$ cat src/rtl/mmio_uart_tx.sv
// mmio_uart_tx: UART transmitter driven from one MMIO command word.
// Software queues a byte by flipping the request toggle in mmioCommand[8];
// the block echoes that toggle in mmioStatus[0] once the request is taken.
// Bytes are buffered in a small FIFO and sent as 8N1 frames, LSB first.
module mmio_uart_tx #(
    parameter int CLOCKS_PER_BIT  = 434,  // clock cycles per serial bit, >= 2
    parameter int FIFO_DEPTH_LOG2 = 2     // FIFO holds 2**FIFO_DEPTH_LOG2 bytes, >= 1
) (
    input  logic        clock,
    input  logic        reset,
    input  logic [31:0] mmioCommand,
    output logic [31:0] mmioStatus,
    output logic        txd
);

    localparam int DEPTH  = 1 << FIFO_DEPTH_LOG2;
    localparam int CNT_W  = FIFO_DEPTH_LOG2 + 1;
    localparam int BAUD_W = (CLOCKS_PER_BIT > 2) ? $clog2(CLOCKS_PER_BIT) : 1;
    localparam logic [BAUD_W-1:0] BAUD_RELOAD = BAUD_W'(CLOCKS_PER_BIT - 1);
    localparam logic [CNT_W-1:0]  COUNT_FULL  = CNT_W'(DEPTH);

    typedef enum logic [1:0] {
        ST_IDLE,
        ST_START,
        ST_DATA,
        ST_STOP
    } tx_state_t;

    // Command word fields
    logic [7:0] cmd_data;
    logic       cmd_toggle;
    logic       cmd_ovf_clear;
    logic [21:0] unused_cmd_bits;

    assign cmd_data        = mmioCommand[7:0];
    assign cmd_toggle      = mmioCommand[8];
    assign cmd_ovf_clear   = mmioCommand[9];
    assign unused_cmd_bits = mmioCommand[31:10];

    // Request handshake and sticky overflow
    logic ack_reg;
    logic overflow_reg;
    logic req_pending;

    // FIFO storage and bookkeeping
    logic [7:0]                 fifo_mem [DEPTH];
    logic [FIFO_DEPTH_LOG2-1:0] wr_ptr_reg;
    logic [FIFO_DEPTH_LOG2-1:0] rd_ptr_reg;
    logic [CNT_W-1:0]           count_reg;
    logic                       fifo_full;
    logic                       fifo_empty;
    logic                       push;
    logic                       pop;
    logic [7:0]                 fifo_head;

    // Transmit shifter
    tx_state_t         state_reg, state_next;
    logic [BAUD_W-1:0] baud_reg, baud_next;
    logic [2:0]        bit_reg, bit_next;
    logic [7:0]        shift_reg, shift_next;
    logic              txd_reg, txd_next;

    assign fifo_full   = (count_reg == COUNT_FULL);
    assign fifo_empty  = (count_reg == '0);
    assign fifo_head   = fifo_mem[rd_ptr_reg];

    // A request is any mismatch between the software toggle and our echo.
    // Fullness is judged before a same-cycle pop, so a full FIFO drops the
    // byte even if the shifter is about to free a slot.
    assign req_pending = (cmd_toggle != ack_reg);
    assign push        = req_pending && !fifo_full;

    // Echo the toggle; reset adopts the current toggle so no request is invented
    always_ff @(posedge clock) begin
        if (reset) begin
            ack_reg <= cmd_toggle;
        end else if (req_pending) begin
            ack_reg <= cmd_toggle;
        end
    end

    // Sticky overflow flag; a clear wins over a same-cycle dropped request
    always_ff @(posedge clock) begin
        if (reset) begin
            overflow_reg <= 1'b0;
        end else if (cmd_ovf_clear) begin
            overflow_reg <= 1'b0;
        end else if (req_pending && fifo_full) begin
            overflow_reg <= 1'b1;
        end
    end

    // FIFO data array; pointer reset makes stale contents unreachable
    always_ff @(posedge clock) begin
        if (push) begin
            fifo_mem[wr_ptr_reg] <= cmd_data;
        end
    end

    // FIFO pointers and occupancy; push and pop together leave count unchanged
    always_ff @(posedge clock) begin
        if (reset) begin
            wr_ptr_reg <= '0;
            rd_ptr_reg <= '0;
            count_reg  <= '0;
        end else begin
            if (push) begin
                wr_ptr_reg <= wr_ptr_reg + FIFO_DEPTH_LOG2'(1);
            end
            if (pop) begin
                rd_ptr_reg <= rd_ptr_reg + FIFO_DEPTH_LOG2'(1);
            end
            case ({push, pop})
                2'b10:   count_reg <= count_reg + CNT_W'(1);
                2'b01:   count_reg <= count_reg - CNT_W'(1);
                default: count_reg <= count_reg;
            endcase
        end
    end

    // Transmit FSM next state; txd_next is the line level for the next cycle
    // so the output comes straight from a flop
    always_comb begin
        state_next = state_reg;
        baud_next  = baud_reg;
        bit_next   = bit_reg;
        shift_next = shift_reg;
        txd_next   = 1'b1;
        pop        = 1'b0;

        case (state_reg)
            ST_IDLE: begin
                txd_next = 1'b1;
                if (!fifo_empty) begin
                    pop        = 1'b1;
                    shift_next = fifo_head;
                    baud_next  = BAUD_RELOAD;
                    bit_next   = 3'd0;
                    state_next = ST_START;
                    txd_next   = 1'b0;
                end
            end

            ST_START: begin
                if (baud_reg == '0) begin
                    baud_next  = BAUD_RELOAD;
                    state_next = ST_DATA;
                    txd_next   = shift_reg[0];
                end else begin
                    baud_next = baud_reg - BAUD_W'(1);
                    txd_next  = 1'b0;
                end
            end

            ST_DATA: begin
                if (baud_reg == '0) begin
                    baud_next  = BAUD_RELOAD;
                    shift_next = {1'b0, shift_reg[7:1]};
                    bit_next   = bit_reg + 3'd1;
                    if (bit_reg == 3'd7) begin
                        state_next = ST_STOP;
                        txd_next   = 1'b1;
                    end else begin
                        txd_next = shift_reg[1];
                    end
                end else begin
                    baud_next = baud_reg - BAUD_W'(1);
                    txd_next  = shift_reg[0];
                end
            end

            ST_STOP: begin
                txd_next = 1'b1;
                if (baud_reg == '0) begin
                    state_next = ST_IDLE;
                end else begin
                    baud_next = baud_reg - BAUD_W'(1);
                end
            end

            default: begin
                state_next = ST_IDLE;
                txd_next   = 1'b1;
            end
        endcase
    end

    // Transmit FSM registers; reset aborts any frame and parks the line high
    always_ff @(posedge clock) begin
        if (reset) begin
            state_reg <= ST_IDLE;
            baud_reg  <= '0;
            bit_reg   <= 3'd0;
            shift_reg <= 8'd0;
            txd_reg   <= 1'b1;
        end else begin
            state_reg <= state_next;
            baud_reg  <= baud_next;
            bit_reg   <= bit_next;
            shift_reg <= shift_next;
            txd_reg   <= txd_next;
        end
    end

    assign txd = txd_reg;

    // Status word assembly; unused bits read as zero
    always_comb begin
        mmioStatus              = '0;
        mmioStatus[0]           = ack_reg;
        mmioStatus[1]           = fifo_full;
        mmioStatus[2]           = fifo_empty;
        mmioStatus[3]           = (state_reg == ST_IDLE) && fifo_empty;
        mmioStatus[4]           = overflow_reg;
        mmioStatus[8 +: CNT_W]  = count_reg;
    end

endmodule
$ cat config.mk
export PLATFORM = sky130hd
export DESIGN_NAME = mmio_uart_tx
export DESIGN_NICKNAME = d
export VERILOG_FILES = /design/src/rtl/mmio_uart_tx.sv
export SDC_FILE = /design/constraint.sdc
export NUM_CORES = 1
export LEC_CHECK = 0
export ABC_AREA = 1
export CAP_MARGIN = 10
export CORE_MARGIN = 8
export CORE_UTILIZATION = 40
export CTS_CLUSTER_SIZE = 40
export DETAILED_ROUTE_END_ITERATION = 8
export SKIP_LAST_GASP = 1
export SLEW_MARGIN = 20
export SYNTH_ARGS = -nofsm -noshare
export SYNTH_HDL_FRONTEND = slang
export SYNTH_SLANG_ARGS = --single-unit
export TNS_END_PERCENT = 100
$ cat constraint.sdc
create_clock -name clock -period 2.6 [get_ports clock]
set_input_delay 0.26 -clock clock [delete_from_list [all_inputs] [get_ports clock]]
set_output_delay 0.26 -clock clock [all_outputs]
set_load 0.1 [all_outputs]
* Word level (Yosys, flattened, before mapping)
Memories as Yosys holds them, arrays and structs flattened. A register that Yosys moved wholly into a read port is not among the register bits. Index checks and enable logic that the tools add are counted. W data, S select, Z words.
Operators by class: reductions and logical operators 15, add/subtract/negate cells 6, equal/unequal tests 14, muxes and demuxes 30
Operators by type and width (number):
- $mux W9 | 3
- $pmux W9 S3 | 1
- $mux W8 | 2
- $pmux W8 S2 | 1
- $mux W2 | 7
- $ne A2 B2 Y1 const B | 6
- $pmux W3 S2 | 2
- $mux W1 | 10
- $logic_not A9 Y1 | 1
- $sub A9 B1 Y9 const B | 1
- $pmux W2 S4 | 1
- $add A3 B1 Y3 const B | 2
- $eq A2 B2 Y1 const B | 3
- $eq A3 B3 Y1 const B | 2
- $mux W3 | 2
- $reduce_bool A2 Y1 | 3
- $reduce_and A5 Y1 | 1
- $add A2 B1 Y2 const B | 2
- $eq A2 B1 Y1 const B | 2
- $pmux W1 S4 | 1
- $reduce_or A2 Y1 | 2
- $logic_and A1 B1 Y1 | 3
- $logic_not A3 Y1 | 1
- $reduce_and A3 Y1 | 1
- other kinds (5) | 5
Word-level totals: output and inout port bits 33, bits in registers 32, memory bits (writable) 32, word-level logic and storage cells 76, input port bits 34, memories 1
Memory list:
- fifo_mem | depth 4, bits a word 8, rd ports 1, clocked after memory_dff 1, wr ports 1, line 46 | logic [7:0] fifo_mem [DEPTH];

* Longest topological paths before layout
Gate-level depths: netlist (run 1).
depth in word-level cells 5, mapped depth 11, gate-level depth less buffers 11

* Worst setup path after synthesis (run 1)
No wires, ideal clock.
path type reg2reg, start point reg count_reg[2], end point reg count_reg[2], period minus slack after synthesis 2.750 ns, arrival 2.627 ns, stages on the path, launching flop included 12, slack -0.150 ns, data required time 2.477 ns, setup time 0.123 ns, buffers on the path 1, path through dfxtp_1 inv_1 nor3_1 or2_2 buf_6 ha_1 inv_1 fa_1 a21oi_1 o21ai_0 o21ai_0 a21oi_1
On the way: word-level cells in the longest chain between the ends 5, elaborated cells between the ends (all ways) 12, classes of those cells add/sub (2); eq/ne (3); mux (3); reduce/logical (4)
RTL lines:
- start: declaration | line 49 | logic [CNT_W-1:0] count_reg;
- start signal: assignment | line 114 | 2'b10: count_reg <= count_reg + CNT_W'(1);
- start signal: assignment | line 115 | 2'b01: count_reg <= count_reg - CNT_W'(1);
- start signal: assignment | line 116 | default: count_reg <= count_reg;
- $eq A3 B3 Y1 (*) | line 63 | assign fifo_full = (count_reg == COUNT_FULL);
- via fifo_full | line 50 | logic fifo_full;
- $logic_not A1 Y1 (*) | line 71 | assign push = req_pending && !fifo_full;
- $logic_and A1 B1 Y1 (*) | line 71
- $eq A2 B1 Y1 or $eq A2 B2 Y1 (tied branches) | line 113 | case ({push, pop})
- $pmux W3 S2 or $reduce_bool A2 Y1 (tied branches)
Mark *: on every way through the listed nets, which the timed path passes. The rest lies on a longest branch. A chain may end at the register's enable or synchronous reset.

* Worst setup path after layout (run 1)
start point reg state_reg[0], end point reg count_reg[2]
On the way: word-level cells in the longest chain between the ends 4, elaborated cells between the ends (all ways) 6, classes of those cells eq/ne (2); mux (2); reduce/logical (2)
RTL lines:
- start: declaration | line 57 | tx_state_t state_reg, state_next;
- start signal: assignment | line 197 | state_reg <= state_next;
- $logic_not A2 Y1 (*) | line 131 | case (state_reg)
- $mux W1 (*) | line 131
- via pop | line 53 | logic pop;
- $eq A2 B1 Y1 or $eq A2 B2 Y1 (tied branches) | line 113
- $pmux W3 S2 or $reduce_bool A2 Y1 (tied branches)
Marks and branches as above.

==> results_dict.tcl, run 1 <==
set metrics [dict create \
    first_pass_iters 4 \
    ioPinCount 67 \
    slew_viol_final 0 \
    largest_reg_flops 32 \
    n_antenna_cell 0 \
    reg2regPathDepth 11 \
    holdPathStages 2 \
    cts.path.max_buffers 2 \
    num_vias 2497 \
    root_buffer "clkbuf_8" \
    clock_power_share_pct 18.5 \
    min_period_ns 2.34 \
    rsz0062_at_grt "no" \
    crit_chain "inv_1 > ha_1 > inv_1 > nor2_1 > ha_1 > inv_1 > fa_1 > a21oi_1 > o21ai_0 > o21ai_0 > a21oi_1" \
    critPathKind "reg2reg" \
    total_power_uw 5240 \
    hold_buffers 0 \
    instances_no_fill 540 \
    p_sw_share_pct 48.9 \
    viasPerCell 4.62 \
    startpoint_type "flip-flop" \
    synth_area_sq_um 3400 \
    hold_path.class "in2reg" \
    grt_first_pass_wirelength_mm 10.9 \
    outcome "complete, no violations" \
    end_kind "flip-flop" \
    worstPathArrival_ns 2.56 \
    yosys_warnings 0 \
    crit_path_max_incr_delay_ns 0.39 \
    post_dp_cell_area_sq_um 3580 \
    die_area_sq_um 11700 \
    met1_usage_pct 14.1 \
    antenna_found_initial 0 \
    slew_headroom_pct 55.3 \
    use_met3_pct 2.91 \
    wl_mm 6.49 \
    ant_nets 0 \
    grt.overflow.total 0 \
    cts_made_buffers 9 \
    finalHoldViolations 0 \
    wire_per_inst_microns 12.0 \
    worstMarginPinSlew_ns 0.670 \
    insertion_delay_ns 0.34 \
    post_cts_buffers 0 \
    initial_core_util_pct 41.4 \
    switching_power_uw 2560 \
    comb_power_share_pct 52.1 \
    hpwl_mm 4.51 \
    ys_seq_area_share_pct 48.5 \
    core_sq_um 8220 \
    fillers 784 \
    drv_cap 0 \
    fin_setup_tns_ns 0 \
    ir_drop_uv 448 \
    ys_types 32 \
    grt_util_met2_pct 19.3 \
    crit_fanout 5 \
    dp_cells 524 \
    gp_congestion 0.796 \
    cts_htree_levels 3 \
    area_growth_pct 11.8 \
    rows 33 \
    period_share_pct 89.9 \
    finalSetupViolCount 0 \
    internal_power_uw 2680 \
    die_x_microns 108 \
    cts_tree "yes" \
    cts_sinks 66 \
    avgSynthCellArea_sq_um 8.36 \
    final_cell_mix "nand2_1, nor2_1, inv_1" \
    cpMostUsedCell "inv_1" \
    path_clk_slew_ns 0.07 \
    io_buffer_count 20 \
    fin_area_sq_um 3800 \
    fmax_ghz 0.428 \
    track_usage_pct 11.8 \
    p_seq_share_pct 29.4 \
    drcViolationCount 0 \
    leakage_uw 0.00165 \
    die_height_microns 108 \
    mostFrequentLayoutCell "nand2_1" \
    syn_inst 407 \
    cts-resized-gates 0 \
    grt_pass1_vias 2377 \
    ys_ff_latch 66 \
    final_nets 478 \
    utilization_pct 46.3 \
    critPathRequiredTime_ns 2.83 \
    power.density_nw_per_um2 1380 \
    slowest_stage "fa_1" \
    drive_gt1_share_pct 12.2 \
    drt_iter0_drc 105 \
    clock_skew_ns 0.00801 \
    grt_start_max_net_pins 19 \
    busiest_layer "met2" \
]
[area by class of cell]
cell class | count | area [sq um] | share of cell area [%]
Clock buffer | 9 | 124 | 3.26
Clock inverter | 7 | 101 | 2.67
Inverter | 42 | 160 | 4.21
Timing Repair Buffer | 26 | 223 | 5.86
Sequential cell | 66 | 1650 | 43.5
Multi-Input combinational cell | 285 | 1410 | 37.1
Tap cell | 105 | 131 | 3.46
[Yosys cell counts]
cell	instances	area, sq um
nor2_1	61	229
inv_2	3	11.3
nand2_1	89	334
inv_1	38	143
nand2_2	4	25.0
o21ai_1	5	25.0
nand2_4	2	22.5
nor2_4	1	11.3
conb_1	1	3.75
buf_4	29	218
nor3_1	4	20.0
nand3_2	1	10.0
nand3_1	12	60.1
a21oi_1	22	110
buf_2	3	15.0
nand3_4	1	17.5
nor3_4	1	16.3
nand4_1	1	6.26
xor2_1	1	8.76
dfxtp_1	33	661
edfxtp_1	33	991
inv_4	1	6.26
buf_6	2	22.5
fa_1	1	20.0
clkbuf_1	3	11.3
nor2_2	2	12.5
a21oi_4	1	16.3
o21ai_0	35	175
a21oi_2	1	8.76
o21ai_4	1	16.3
ha_1	13	163
or2_2	2	12.5
[critical path: cells and delay by family (launching register included)]
family                     cells  cell delay, ns
DFF                            1            0.34
AOI/OAI and AO/OA              4            0.47
adders and majority gates      3            0.88
buffers and inverters          3            0.24
and+or+nand+nor                1            0.29
[power by group through the flow]
stage,registers (uW),clock network (uW),logic [uW]
CTS,1550,991,2750
detailed placement,1570,0,2740
finish,1540,968,2730
global route,1580,1050,3070
global placement,1560,0,2700
floorplan,1720,0,2140
[cells by family after synthesis]
group                    synth area share, %
adder cells (fa/ha/maj)                 5.37
AND/OR/NAND/NOR                         22.8
AO/OA/AOI/OAI                           10.3
XOR/XNOR                               0.257
other                                  0.110
flip-flops                              48.5
buffers and inverters                   12.5
[through the flow]
| step | setup WS [ns] | hold slack (ns) |
|---|---|---|
| 3_3_place_gp | 0.274 | 0.452 |
| 5_1_grt | 0.0685 | 0.458 |
| 2_1_floorplan | 0.0383 | 0.337 |
| 3_5_place_dp | 0.228 | 0.459 |
| 6_report | 0.263 | 0.460 |
| 4_1_cts | 0.275 | 0.441 |
[worst paths after layout]
kind | start | endpoint | slack [ns]
worst max-delay path | state_reg[0] | count_reg[2] | 0.26
worst min-delay path | mmioCommand[9] | overflow_reg | 0.46
worst max register to register | state_reg[0] | count_reg[2] | 0.26
worst min register to register | rd_ptr_reg[1] | rd_ptr_reg[1] | 0.47
[layer usage]
layer  routed length (microns)  vias to the layer above
li1                          -                     1300
met1                      3060                     1141
met2                      2970                       47
met3                       347                        9
met4                       121                        0
met5                         0                        -
Power figures use the tool's default switching activity.
==> inputs of run 2 (changes only) <==
CAP_MARGIN = unset   (was 10)
CORE_UTILIZATION = 52   (was 40)
PLACE_DENSITY = 0.8   (was unset)
SETUP_SLACK_MARGIN = 0.3   (was unset)
==> results_dict.tcl, run 2 (synthesized netlist as in run 1, its figures left out) <==
set metrics [dict create \
    outcome "complete, no violations" \
    gp_congestion 0.836 \
    crit_fanout 5 \
    critPathKind "reg2reg" \
    min_period_ns 2.01 \
    fmax_ghz 0.497 \
    fin_area_sq_um 3810 \
    leakage_uw 0.00167 \
    finalHoldViolations 0 \
    r2r_slack_ns 0.59 \
    final_nets 479 \
    root_buffer "clkbuf_8" \
    cts_tree "yes" \
    hold_path.class "in2reg" \
    holdPathStages 2 \
    area_growth_pct 12.1 \
    viasPerCell 4.83 \
    critPathRequiredTime_ns 2.83 \
    fillers 521 \
    rows 29 \
    slew_viol_final 0 \
    track_usage_pct 13.6 \
    crit_family "adder cells" \
    crit_path_max_incr_delay_ns 0.37 \
    cp.depth 11 \
    rsz0062_at_grt "no" \
    ioPinCount 67 \
    clock_skew_ns 0.00975 \
    end_kind "flip-flop" \
    post_cts_buffers 0 \
    finalSetupViolCount 0 \
    cp-startpoint "state_reg[0]" \
    ir_drop_uv 988 \
    utilization_pct 60.1 \
    total_power_uw 5330 \
    slowest_stage "fa_1" \
    worstPathArrival_ns 2.24 \
    cts_made_buffers 9 \
    final_cell_mix "nand2_1, nor2_1, inv_1" \
    power.density_nw_per_um2 1400 \
    die_area_sq_um 9390 \
    timing.rr.end "count_reg[2]" \
    n_antenna_cell 0 \
    grt.overflow.total 0 \
    slew_headroom_pct 64.0 \
    worstMarginPinSlew_ns 0.539 \
    wire_per_inst_microns 11.6 \
    core_sq_um 6350 \
    cts.path.max_buffers 2 \
    path_clk_slew_ns 0.07 \
    crit_end "count_reg[2]" \
    startpoint_type "flip-flop" \
    ant_nets 0 \
    num_vias 2479 \
    crit_chain "inv_2 > ha_4 > inv_1 > nor2_4 > ha_1 > inv_1 > fa_1 > a21oi_1 > o21ai_0 > o21ai_1 > a21oi_1" \
    reg2regPathDepth 11 \
    drv_cap 0 \
    die_x_microns 96.9 \
    cts_htree_levels 3 \
    grt_pass1_vias 2415 \
    grt_first_pass_wirelength_mm 10.7 \
    hpwl_mm 4.29 \
    insertion_delay_ns 0.34 \
    io_buffer_count 20 \
    hold_buffers 0 \
    cts_sinks 66 \
    regToRegStartpoint "state_reg[0]" \
    crit_buf_inv 3 \
    grt_start_max_net_pins 19 \
    period_share_pct 77.3 \
    initial_core_util_pct 53.6 \
    drive_gt1_share_pct 13.5 \
    largest_reg_flops 32 \
    fin_setup_tns_ns 0 \
    wl_mm 5.98 \
    drcViolationCount 0 \
    drt_iter0_drc 195 \
    post_dp_cell_area_sq_um 3550 \
    mostFrequentLayoutCell "nand2_1" \
    first_pass_iters 4 \
    die_height_microns 96.9 \
    antenna_found_initial 0 \
]
==> run 2: cell count changes in the layout (fill, tap and decap cells not counted), moves of 2 or more <==
cell	delta
dfxtp_2	+2
dfxtp_1	-2
inv_1	-2
clkbuf_1	+2
inv_2	+2
clkinv_4	-2
==> run 2: power breakdown <==
part	switching, uW	internal [uW]	total, uW
clock network	379	636	1020
registers	190	1360	1550
logic	1950	813	2760
total	2520	2810	5330
==> run 2: repair_timing <==
action,CTS,global route
gates resized for setup,1,8
pin swaps,0,0
endpoints found under the setup margin,1,1
==> run 2: through the flow <==
step | hold slack [ns] | setup slack (ns) | instances
after global placement | 0.451 | 0.307 | 497
after detailed placement | 0.458 | 0.250 | 497
after floorplan | 0.337 | 0.218 | 430
after CTS | 0.453 | 0.369 | 513
final | 0.464 | 0.589 | 513
after global routing | 0.464 | 0.321 | 513
==> run 2: layout make-up <==
cell class | count | area (sq um) | area share, %
Sequential cell | 66 | 1660 | 43.4
Clock inverter | 5 | 103 | 2.69
Multi-Input combinational cell | 285 | 1440 | 37.7
Tap cell | 77 | 96.3 | 2.53
Inverter | 42 | 160 | 4.20
Timing Repair Buffer | 27 | 230 | 6.04
Clock buffer | 11 | 131 | 3.44
==> run 2: how the worst min path moves through the flow <==
stage,start,to,slack [ns]
floorplan,mmioCommand[9],overflow_reg,0.34
global placement,rd_ptr_reg[1],flip-flop,0.45
detailed placement,shift_reg[0],shift_reg[0],0.46
CTS,mmioCommand[9],overflow_reg,0.45
global route,mmioCommand[9],overflow_reg,0.46
finish,mmioCommand[9],overflow_reg,0.46
==> run 2: layer usage <==
layer  up-vias  global-route usage, %  wire length [microns]  part of all wire (%)
met2        52                   23.0                   2930                    49
li1       1297                      -                      -                     -
met3         7                   4.98                    366                   6.1
met1      1123                   14.5                   2600                    43
met5         -                      0                      0                     0
met4         0                   6.86                     82                   1.4
==> patch 1: new RTL, flow settings as in run 2 <==
Re-encode `tx_state_t` (4 states) as one-hot, 4 bits wide.
--- a/src/rtl/mmio_uart_tx.sv
+++ b/src/rtl/mmio_uart_tx.sv
@@ -20,9 +20,9 @@
     localparam logic [CNT_W-1:0]  COUNT_FULL  = CNT_W'(DEPTH);
 
-    typedef enum logic [1:0] {
-        ST_IDLE,
-        ST_START,
-        ST_DATA,
-        ST_STOP
+    typedef enum logic [3:0] {
+        ST_IDLE  = 4'b0001,
+        ST_START = 4'b0010,
+        ST_DATA  = 4'b0100,
+        ST_STOP  = 4'b1000
     } tx_state_t;
 
Behaviour: same outputs for any inputs over 10 cycles, from zero or initial values and one cycle with reset high; not proved beyond that.
==> patch 1 against run 2 <==
  * Cell area fell by 1.4%
  * Sequential cell count is 2 higher
  * Wire length is 6.4% higher
  * Worst setup slack got worse by 51 ps
  * Synthesized area fell by 0.77%
  * Maximum frequency fell by 2.5%
  * Total power down 18%
  * Critical endpoint unchanged
  * Largest power group unchanged
==> patch 1: results (changes against run 2) <==
hpwl dp=4408 um (+2.7%); met2 usage=25.25% (+2.2 points); GRT Total Usage=15.13% (+1.5 points); Setup Skew=8.892 ps (-0.8587 ps); # fillers=545 (+4.6%); Compound-Gate Fraction of Synth Area=12.08% (+1.7 points); clock insertion delay at the later pin of the skew report=350 ps; largest net degree at the start of global routing=21 (+2); M1 WL=2839 um (+9.2%); clk buf depth=2 (unchanged); Power Dens Cells=1163 mW/mm^2 (-17%); Final Wtd Congestion=0.8285 (-0.91%); max reg flops=32 (unchanged); Final #Nets=456 (-4.8%); status=completed; Mapped Cells=389 (-4.4%); met3 usage=3.091% (-1.9 points); r2r setup slk=540 ps (-50 ps); met3 routed WL=335 um (-8.5%); LEAKAGE=1.617 nW (-2.9%); share of post-route cells with drive strength above 1=16.07% (+2.5 points); antenna fix cells=0 (unchanged); Yosys cell types=35 (+9.4%); via count=2471 (-0.32%); mux contribution to synthesized area=0% (unchanged); number of cells after detailed placement=476 (-4.2%); Hold Crit Depth=2 (unchanged); CP max stage cell=fa_1; Top FF cell, synth=dfxtp_1; WL met2=3061 um (+4.6%); met1 GRT Util=17.76% (+3.2 points); R2R depth=11 (unchanged); sequential fraction of the synthesis area=50.11% (+1.6 points); post-synthesis adder-cell area fraction=3.929% (-1.4 points); CP Class=flip-flop to flip-flop; Hold EP=overflow_reg$_SDFFE_PP0P_; clock slew at reported path FFs=80 ps; # port buffers=20 (unchanged); reg2reg end=count_reg[2]$_SDFFE_PP0P_; VDD IR-drop max=1.200 mV (+21%); total CTS buffers=9 (unchanged); Sw Ratio=45.65% (-1.6 points); XOR/XNOR share of the synthesized area=0.7784% (+0.52 points); global-route wire length before repair=10870 um (+2.0%); clock root cell=clkbuf_8; Clock power frac=20.7% (+1.6 points); Tightest Pin Transition=586.9 ps (+48.08 ps); Iter 0 DRT Violations=102 (-48%); Routed WL=6361 um (+6.4%); crit path max fanout=6 (+1); Yosys warnings=0 (unchanged); ranking of synthesized cells by area=edfxtp_1 29%, dfxtp_1 21%, nand2_1 6.4%; sequential power=1.49 mW (-4%); number of enable flip-flop cells after synthesis=33 (unchanged); Critical Path Source=count_reg[0]$_SDFFE_PP0P_; Commonest cells post-synth=58 x nand2_1, 54 x nor2_1, 37 x inv_1, 37 x o21ai_0, 35 x dfxtp_1; Finished Layout Cells=494 (-3.7%)
## patch 1: layout make-up
class / instances / area share (%)
clock inverters: 7 / 2.197
clock buffers: 9 / 3.296
inverters: 40 / 3.995
well taps: 77 / 2.563
multi-input cells: 265 / 36.32
flip-flops and latches: 68 / 45.31
repair buffers: 28 / 6.325
## patch 1: timing repair
| item | 4_1_cts | 5_1_grt |
|---|---|---|
| buffers inserted | 0 | 2 |
| gates resized for setup | 0 | 4 |
| hold buffers | 0 | 0 |
| endpoints found under the setup margin | 0 | 1 |
## patch 1: through the flow
stage,worst slack [ps],hold slack [ps],cell area (um^2)
2_1_floorplan,333.5,329.1,3473
3_3_place_gp,260.4,448.6,3525
3_5_place_dp,179.9,457.7,3525
4_1_cts,366.3,438.3,3731
5_1_grt,264.8,456.6,3759
6_report,537.6,450.0,3759
==> patch 2: new RTL, settings of run 2 <==
Without the edit above. Set the parameter `CLOCKS_PER_BIT` to 868 (it was 434).
--- a/src/rtl/mmio_uart_tx.sv
+++ b/src/rtl/mmio_uart_tx.sv
@@ -4,5 +4,5 @@
 // Bytes are buffered in a small FIFO and sent as 8N1 frames, LSB first.
 module mmio_uart_tx #(
-    parameter int CLOCKS_PER_BIT  = 434,  // clock cycles per serial bit, >= 2
+    parameter int CLOCKS_PER_BIT  = 868,  // clock cycles per serial bit, >= 2
     parameter int FIFO_DEPTH_LOG2 = 2     // FIFO holds 2**FIFO_DEPTH_LOG2 bytes, >= 1
 ) (
Behaviour: same outputs for any inputs over 10 cycles, from zero or initial values and one cycle with reset high; that may be too few to reach the edited logic, so the function may still have changed.
==> patch 2 against run 2 <==
  * Maximum frequency down 4.1%
  * Total power up 0.14%
  * Cell area up 1.4%
  * Clock power down 6%
  * Wire length up 13%
  * Worst setup slack worse by 86 ps
  * Worst hold slack worse by 4.6 ps
  * Synthesized area up 2.3%
  * Sequential cell count up 1
  * Cell count down 0.78%
  * Critical path type unchanged
  * Highest routed layer unchanged
==> patch 2: results (changes against run 2) <==
status=completed; LEAKAGE=1.679 nW (+0.80%); share of post-route cells with drive strength above 1=15.62% (+2.1 points); met3 usage=5.690% (+0.71 points); Compound-Gate Fraction of Synth Area=11.54% (+1.2 points); sequential fraction of the synthesis area=48.02% (-0.52 points); post-synthesis adder-cell area fraction=5.248% (-0.12 points); Final #Nets=472 (-1.5%); number of cells after detailed placement=493 (-0.80%); arrival time worst endpoint=2330 ps (+90 ps); critical path's largest stage delay=380 ps; antenna fix cells=0 (unchanged); met1 GRT Util=15.09% (+0.55 points); via count=2557 (+3.1%); met2 usage=25.94% (+2.9 points); Iter 0 DRT Violations=122 (-37%); total gr overflow=0 (unchanged); Yosys cell types=35 (+9.4%); Mapped Cells=401 (-1.5%); vias in the first global route=2525 (+4.6%); Routed WL=6723 um (+13%); hpwl dp=4773 um (+11%); GRT Total Usage=14.79% (+1.2 points); XOR/XNOR share of the synthesized area=0.5032% (+0.25 points); Finished Layout Cells=509 (-0.78%); Final Wtd Congestion=0.8546 (+2.2%)
## patch 2: changes by cell type after synthesis, moves of 4 or more
cell	run 2	this run
nand2_1	89	71
o21ai_2	0	11
o21ai_0	35	25
o22ai_1	0	7
nand2_2	4	0
nor2_2	2	6
o21ai_1	5	1
## patch 2: cell type report
class | count | area share [%]
Clock buffer | 10 | 3.301
Clock inverter | 6 | 2.298
Inverter | 41 | 3.981
Multi-Input combinational cell | 277 | 38.28
Sequential cell | 67 | 43.40
Tap cell | 80 | 2.589
Timing Repair Buffer | 28 | 6.149
## patch 2: repair_timing
item                                   4_1_cts  5_1_grt
endpoints found under the hold margin        0        0
gates resized for setup                      1        4
setup endpoints to repair                    1        1
## patch 2: kinds of logic (layout without fill, tap and decap cells)
family | after synthesis | in the layout
AND/OR/NAND/NOR | 170 | 170
buffers and inverters | 80 | 85
AO/OA/AOI/OAI | 67 | 67
flip-flops | 67 | 67
adder cells (fa/ha/maj) | 14 | 14
XOR/XNOR | 2 | 2
other | 1 | 24
## patch 2: final timing paths
path | startpoint | endpoint | slack [ps] | depth (start not counted)
worst max-delay path | state_reg[0]$_SDFFE_PP0P_ | count_reg[2]$_SDFFE_PP0P_ | 500 | 11
worst min-delay path | mmioCommand[9] | overflow_reg$_SDFFE_PP0P_ | 460 | 2
worst max register to register | state_reg[0]$_SDFFE_PP0P_ | count_reg[2]$_SDFFE_PP0P_ | 500 | 11
worst min register to register | rd_ptr_reg[0]$_SDFFE_PP0P_ | flip-flop | 490 | 1
## patch 2: power breakdown
| group | leakage [nW] | switching, mW | internal (mW) | total [mW] |
|---|---|---|---|---|
| registers | 0.586 | 0.185 | 1.39 | 1.57 |
| clock network | 0.103 | 0.412 | 0.542 | 0.954 |
| logic | 0.989 | 1.98 | 0.823 | 2.81 |
| total | 1.68 | 2.58 | 2.75 | 5.33 |
## patch 2: metal layers
layer	vias to the layer above	wire length (um)
li1	1302	-
met1	1183	2716
met2	63	3410
met3	9	475
met4	0	121
met5	-	0
## patch 2: stage by stage
stage	setup WS, ps	total power, mW	cell area (um^2)	util [%]
after floorplan	390.0	3.941	3573	-
after global placement	377.0	4.252	3630	54.63
after detailed placement	301.0	4.351	3630	54.63
after CTS	366.1	5.319	3849	57.93
after global routing	301.6	5.708	3866	58.19
final	503.2	5.334	3866	58.19
